`src/rtl/adder_accumulator_pkg.sv`:
```
// adder_accumulator_pkg: shared state encoding and default widths for the accumulator slice
package adder_accumulator_pkg;
  localparam int DEF_WIDTH = 32;
  localparam int DEF_COUNT_W = 8;
  typedef logic [1:0] state_t;
  localparam state_t IDLE = 2'd0;
  localparam state_t ACCUM = 2'd1;
  localparam state_t DONE = 2'd2;
endpackage

```
`src/rtl/adder_accumulator_if.sv`:
```
// adder_accumulator_if: start command, operand stream and result signals of the accumulator
interface adder_accumulator_if import adder_accumulator_pkg::*; #(
  parameter int WIDTH = DEF_WIDTH,
  parameter int COUNT_W = DEF_COUNT_W
);
  logic start;
  logic [COUNT_W-1:0] length;
  logic [WIDTH-1:0] operand;
  logic operand_valid;
  logic operand_ready;
  logic [WIDTH-1:0] sum;
  logic overflow;
  logic busy;
  logic done;
  modport master (output start, length, operand, operand_valid, input operand_ready, sum, overflow, busy, done);
  modport slave (input start, length, operand, operand_valid, output operand_ready, sum, overflow, busy, done);
endinterface

```
`src/rtl/adder_accumulator_ripple_carry_adder.sv`:
```
// ripple_carry_adder: WIDTH-bit unsigned adder built from a chain of full adders
module ripple_carry_adder #(
  parameter int WIDTH = 32
) (
  input  logic [WIDTH-1:0] number1,
  input  logic [WIDTH-1:0] number2,
  input  logic             carry_in,
  output logic [WIDTH-1:0] result,
  output logic             carry_out
);
  logic [WIDTH:0] c;
  assign c[0] = carry_in;
  assign carry_out = c[WIDTH];
  for (genvar i = 0; i < WIDTH; i++) begin : g_fa
    assign result[i] = number1[i] ^ number2[i] ^ c[i];
    assign c[i+1] = (number1[i] & number2[i]) | (c[i] & (number1[i] ^ number2[i]));
  end
endmodule

```
`src/rtl/adder_accumulator.sv`:
```
// adder_accumulator: sums a counted operand stream through the ripple carry adder
// Define ACC_SATURATE_EN to clamp the sum at all ones on carry-out instead of wrapping.
module adder_accumulator import adder_accumulator_pkg::*; #(
  parameter int WIDTH = DEF_WIDTH,
  parameter int COUNT_W = DEF_COUNT_W
) (
  input logic clk,
  input logic rst,
  adder_accumulator_if.slave bus
);
  state_t state;
  logic [COUNT_W-1:0] remaining;
  logic [WIDTH-1:0] acc, result, acc_next;
  logic ovf, carry, beat;
  ripple_carry_adder #(.WIDTH(WIDTH)) u_adder (
    .number1(acc),
    .number2(bus.operand),
    .carry_in(1'b0),
    .result(result),
    .carry_out(carry)
  );
`ifdef ACC_SATURATE_EN
  // once saturated, any further non-zero operand carries out again, so all ones sticks
  assign acc_next = carry ? '1 : result;
`else
  assign acc_next = result;
`endif
  assign beat = state == ACCUM && bus.operand_valid;
  assign bus.operand_ready = state == ACCUM;
  assign bus.busy = state != IDLE;
  assign bus.done = state == DONE;
  assign bus.sum = acc;
  assign bus.overflow = ovf;
  always_ff @(posedge clk) begin
    if (rst) begin
      state <= IDLE;
      acc <= '0;
      ovf <= 1'b0;
      remaining <= '0;
    end else if (state == IDLE && bus.start) begin
      acc <= '0;
      ovf <= 1'b0;
      remaining <= bus.length;
      state <= bus.length != '0 ? ACCUM : DONE;
    end else if (beat) begin
      acc <= acc_next;
      ovf <= ovf | carry;
      remaining <= remaining - COUNT_W'(1);
      if (remaining == COUNT_W'(1)) state <= DONE;
    end else if (state == DONE) begin
      state <= IDLE;
    end
  end
endmodule

```
`src/flat_wrapper.sv`:
```
// flat-port wrapper written by rule: the top's interface ports become plain ports
module adder_accumulator_flat import adder_accumulator_pkg::*;
#(
  parameter int WIDTH = DEF_WIDTH,
  parameter int COUNT_W = DEF_COUNT_W
)
  (clk, rst, bus_start, bus_length, bus_operand, bus_operand_valid, bus_operand_ready, bus_sum, bus_overflow, bus_busy, bus_done);
  adder_accumulator_if #(.WIDTH(WIDTH), .COUNT_W(COUNT_W)) bus_i ();
  input logic clk;
  input logic rst;
  input wire logic [$bits(bus_i.start)-1:0] bus_start;
  input wire logic [$bits(bus_i.length)-1:0] bus_length;
  input wire logic [$bits(bus_i.operand)-1:0] bus_operand;
  input wire logic [$bits(bus_i.operand_valid)-1:0] bus_operand_valid;
  output wire logic [$bits(bus_i.operand_ready)-1:0] bus_operand_ready;
  output wire logic [$bits(bus_i.sum)-1:0] bus_sum;
  output wire logic [$bits(bus_i.overflow)-1:0] bus_overflow;
  output wire logic [$bits(bus_i.busy)-1:0] bus_busy;
  output wire logic [$bits(bus_i.done)-1:0] bus_done;
  assign bus_i.start = bus_start;
  assign bus_i.length = bus_length;
  assign bus_i.operand = bus_operand;
  assign bus_i.operand_valid = bus_operand_valid;
  assign bus_operand_ready = bus_i.operand_ready;
  assign bus_sum = bus_i.sum;
  assign bus_overflow = bus_i.overflow;
  assign bus_busy = bus_i.busy;
  assign bus_done = bus_i.done;
  adder_accumulator #(.WIDTH(WIDTH), .COUNT_W(COUNT_W)) u_core (.clk(clk), .rst(rst), .bus(bus_i));
endmodule
```
`config.mk`:
```
export PLATFORM = sky130hd
export DESIGN_NAME = adder_accumulator_flat
export DESIGN_NICKNAME = d
export VERILOG_FILES = /design/src/rtl/adder_accumulator_pkg.sv /design/src/rtl/adder_accumulator_if.sv /design/src/rtl/adder_accumulator_ripple_carry_adder.sv /design/src/rtl/adder_accumulator.sv /design/src/flat_wrapper.sv
export SDC_FILE = /design/constraint.sdc
export NUM_CORES = 1
export LEC_CHECK = 0
export BUFFER_PORTS_ARGS = -buffer_cell sky130_fd_sc_hd__clkbuf_2
export CAP_MARGIN = 20
export CORE_AREA = 2 2 54 94
export CTS_CLUSTER_DIAMETER = 120
export CTS_CLUSTER_SIZE = 40
export DETAILED_ROUTE_END_ITERATION = 12
export DIE_AREA = 0 0 56 96
export PLACE_DENSITY = 0.84
export SLEW_MARGIN = 0
export SYNTH_ARGS = -nofsm -noshare
export SYNTH_HDL_FRONTEND = slang
export SYNTH_SLANG_ARGS = --single-unit
```
`constraint.sdc`:
```
create_clock -name clk -period 29.9 [get_ports clk]
set_input_delay 2.99 -clock clk [delete_from_list [all_inputs] [get_ports clk]]
set_output_delay 2.99 -clock clk [all_outputs]
set_load 0.02 [all_outputs]
```
Yosys cells after proc, flatten, opt, wreduce, memory -nomap -nowiden. Index checks and enable logic that the tools add are counted.

Bits in registers: 43. Input bits: 44. Output and inout bits: 36. Word-level logic and storage cells: 183.

Add/subtract/negate cells: 1. Equality and inequality tests: 4. Mux-type cells: 7. Bitwise operators: 158. Reduce and logical (&&, ||, !) cells: 9.

Operators with widths (number): 1-bit bitwise AND (63); 1-bit bitwise XOR (63); 1-bit OR (32); 8-bit two-way mux (2); 2-bit two-way mux (5); 8-bit by 1-bit == test with 1-bit output (second input constant) (1); 8-bit nonzero test (1); 8-bit by 1-bit subtractor with 8-bit output (second input constant) (1); 2-bit nonzero test (2); 3-bit inequality test (second input constant) (1); 3-bit nonzero test (1); 2-bit by 1-bit == test with 1-bit output (second input constant) (1); 2-bit == test (second input constant) (1); 1-bit logical AND (2); 2-bit zero test (1); 2-bit AND reduction (1); 2-bit OR reduction (1).

Longest topological paths before layout.
Depth in word-level cells: 64. Depth in mapped cells: 38. Mapped depth without buffers: 38.

Cells and area by module. A second synthesis with hierarchy kept.

Cell total of the unflattened synthesis: 265. Area, all modules: 2446.1 um^2.

Modules (own cells, without submodules): adder_accumulator (times used 1, cells an instance 223, area each 1767.9 um^2, sequential area each 860.8 um^2); ripple_carry_adder (times used 1, cells an instance 42, area each 678.2 um^2, sequential area each 0.0 um^2).

Worst setup path after synthesis. OpenSTA, ideal clock, no wires.

Path type: input -> register. Start point: in bus_operand[0]. End point: reg u_core.acc[31], in the netlist u_core.bus.sum[31]. Setup time: 86 ps. Arrival: 14996 ps. Required time: 29814 ps. Slack: 14819 ps. Stages: 36. Buffers on the path: 0. Cells stage by stage: ha_1 fa_1 fa_1 fa_1 fa_1 fa_1 fa_1 fa_1 fa_1 fa_1 fa_1 fa_1 fa_1 fa_1 fa_1 fa_1 fa_1 fa_1 fa_1 fa_1 fa_1 fa_1 fa_1 fa_1 fa_1 fa_1 fa_1 fa_1 fa_1 inv_1 fa_1 inv_1 fa_1 inv_1 fa_1 a211oi_1.

Longest elaborated chain between the ends: 62.

RTL lines: from (decl) (RTL line flat_wrapper.sv:13) `input wire logic [$bits(bus_i.operand)-1:0] bus_operand;`; 1-bit bitwise AND (2 in series) (RTL line adder_accumulator_ripple_carry_adder.sv:16) `assign c[i+1] = (number1[i] & number2[i]) | (c[i] & (number1[i] ^ number2[i]));`; 1-bit OR (RTL line adder_accumulator_ripple_carry_adder.sv:16); 1-bit bitwise AND (RTL line adder_accumulator_ripple_carry_adder.sv:16); 1-bit OR (RTL line adder_accumulator_ripple_carry_adder.sv:16); 1-bit bitwise AND (RTL line adder_accumulator_ripple_carry_adder.sv:16); 1-bit OR (RTL line adder_accumulator_ripple_carry_adder.sv:16); 1-bit bitwise AND (RTL line adder_accumulator_ripple_carry_adder.sv:16); 1-bit OR (RTL line adder_accumulator_ripple_carry_adder.sv:16); [... 45 more ...]; 1-bit OR (RTL line adder_accumulator_ripple_carry_adder.sv:16); 1-bit bitwise AND (RTL line adder_accumulator_ripple_carry_adder.sv:16); 1-bit OR (RTL line adder_accumulator_ripple_carry_adder.sv:16); 1-bit bitwise AND (RTL line adder_accumulator_ripple_carry_adder.sv:16); 1-bit OR (RTL line adder_accumulator_ripple_carry_adder.sv:16); 1-bit bitwise AND (RTL line adder_accumulator_ripple_carry_adder.sv:16); 1-bit OR (RTL line adder_accumulator_ripple_carry_adder.sv:16); 1-bit bitwise XOR (RTL line adder_accumulator_ripple_carry_adder.sv:15) `assign result[i] = number1[i] ^ number2[i] ^ c[i];`; to (signal assigned) (RTL line adder_accumulator.sv:46) `acc <= acc_next;`; to (decl) (RTL line adder_accumulator.sv:13) `logic [WIDTH-1:0] acc, result, acc_next;`.

No other way between the ends. A chain may end at the register's enable or synchronous reset.

Worst setup path in the final report. Same ends and word-level chain as after synthesis.

==> out/metrics.csv <==
metric,value,unit
port_buffers,79,
slowest_delay,410,ps
leakagePower,1.29,nW
synthFlopType,dfxtp_1,
grt_pass1_vias,2070,
dpl.cell_count,378,
wl_per_cell,14.2,um
critical_path_arrival,15660,ps
layout-drive-gt1-share,27.8,%
antenna_found_initial,0,
fill_cells,425,
io_pins,80,
post_drt_via_cell_ratio,5.33,
grt_first_pass_wirelength,9110,um
placedInstanceArea,2810,um2
globalplace.congestion,0.818,
worstPathRequired,30110,ps
yosysWarnings,0,
syn_inst,258,
fin_util,63.3,%
ys_types,34,
crit_path_end_kind,flop,
post-route-period-util,51.7,%
r2r_slack,16870,ps
final_cell_mix,"clkbuf_2 (79), nand2_1 (66), dfxtp_1 (43), a21oi_1 (37), fa_1 (31)",
ir_drop,0.0418,mV
status,"complete, no violations",
cts_num_sinks,43,
path_max_fanout,1,
final_nets,411,
p_per_area,47.0,nW/um2
finalCriticalPeriod,15450,ps
worst_pin_slew,451,ps
async_flop_share,0,%
insertedDiodeCount,0,
start_kind,primary input,
numCtsBuffers,5,
design.die.area,5380,um2
ys_seq_elements,43,
clock-skew-final,4.95,ps
finalHoldViolCount,0,
ant_nets,0,
syn-cell-area,2410,um2
drcViolationCount,0,
drv_slew,0,
die_h,96,um
multi_input_area,1430,um2
synth-seq-area-share,35.8,%
hpwl,4260,um
synth.net_count,336,
start_util,52.1,%
finalSetupViolCount,0,
postCtsResizedCells,0,
ff_latch_area,861,um2
rsz0062_at_grt,no,
clk_pin_slew,80,ps
mostFrequentLayoutCell,clkbuf_2,
rows,33,
stdcell_count,386,
cts_max_path_buffers,2,
fp.dieW,56,um
drt-total-wl,5490,um
grt_overflow_total,0,
cts_setup_buffers,0,
crit_type,in2reg,
crit_slowest_cell,fa_1,
root_buffer,clkbuf_8,
cpMostUsedCell,fa_1,
cap_violations,0,
postCtsHoldBufs,0,
grtUsageTotal,21.5,%
cts_tree,built,
core-area,4620,um2
ctsHtreeMaxLevel,2,
synth_edf_count,0,
relSlewSlack,69.6,%
firstDrtPassIters,4,
synth.avg_cell_area,9.33,um2
vias,2059,
area_growth,21.6,%
grt_max_degree,42,
clkLatencyLatePin,290,ps
drt_iter0_drc,86,
tns,0,ps
holdCritPathClass,reg2reg,
max_clock_freq,64.7,MHz
final_area,2930,um2
-- kinds of logic after synthesis --
| family | count (synthesis) | synth area share (%) |
|---|---|---|
| and+or+nand+nor | 106 | 20.1 |
| adders and majority gates | 34 | 27.3 |
| DFF | 43 | 35.8 |
| buffers and inverters | 24 | 4.89 |
| AOI/OAI and AO/OA | 51 | 11.9 |
-- registers in the layout (all words and copies together), names as in the netlist --
register             count
u_core.remaining         8
u_core.bus.sum          32
u_core.state             2
u_core.bus.overflow      1
-- Yosys cell counts, types with 2 or more instances --
library cell	instances	share of area [%]
a211oi_1	2	0.62
a21oi_1	37	7.7
a221oi_1	2	0.73
a31oi_1	3	0.78
a32oi_1	2	0.73
and2_1	2	0.52
buf_2	10	2.1
buf_4	2	0.62
dfxtp_1	43	36
fa_1	31	26
ha_1	3	1.6
inv_1	10	1.6
nand2_1	66	10
nand2b_1	2	0.52
nand3_1	4	0.83
nand4_1	2	0.52
nor2_1	15	2.3
nor2b_1	3	0.78
nor3_1	2	0.42
nor4_1	2	0.52
o21ai_0	2	0.42
-- stage by stage --
step	total power [mW]	worst slack [ps]	hold WS [ps]
after CTS	0.139	14460	488
after floorplan	0.0825	14820	479
after global routing	0.145	14050	520
after detailed placement	0.0922	14180	476
final	0.138	14450	485
after global placement	0.0909	14450	453
-- critical path: cells and delay by family --
family	cells	cell delay [ps]
adder cells (fa/ha/maj)	32	12210
AO/OA/AOI/OAI	1	190
buffers and inverters	4	280
-- layout make-up --
| class | instances | area share [%] |
|---|---|---|
| clock buffers | 6 | 2.82 |
| clock inverters | 2 | 1.20 |
| inverters | 10 | 1.28 |
| multi-input cells | 191 | 48.8 |
| flip-flops and latches | 43 | 29.4 |
| well taps | 52 | 2.22 |
| repair buffers | 82 | 14.3 |
-- power by group --
part	leakage (nW)	internal [mW]	switching, mW	total (mW)
sequential	0.349	0.0601	0.00344	0.0635
clock	0.0612	0.0270	0.0199	0.0470
combinational	0.879	0.0109	0.0163	0.0272
total	1.29	0.0980	0.0397	0.138
-- path summary, 6_finish.rpt --
| check | to | from | depth (start not counted) |
|---|---|---|---|
| worst max-delay path | u_core.bus.sum[31] | bus_operand[0] | 37 |
| worst min-delay path | u_core.bus.sum[0] | u_core.bus.sum[0] | 2 |
| worst max register to register | u_core.bus.sum[31] | u_core.bus.sum[0] | 36 |
| worst min register to register | u_core.bus.sum[0] | u_core.bus.sum[0] | 2 |
-- metal layers --
metal  up-vias  GRT usage, %  wire [um]
met1       989          24.0       1950
met4         0          8.33         99
met5         -             0          0
li1        995             -          -
met3         8          2.96        242
met2        67          40.9       3200
No activity file was read; power rests on OpenSTA's default activity.
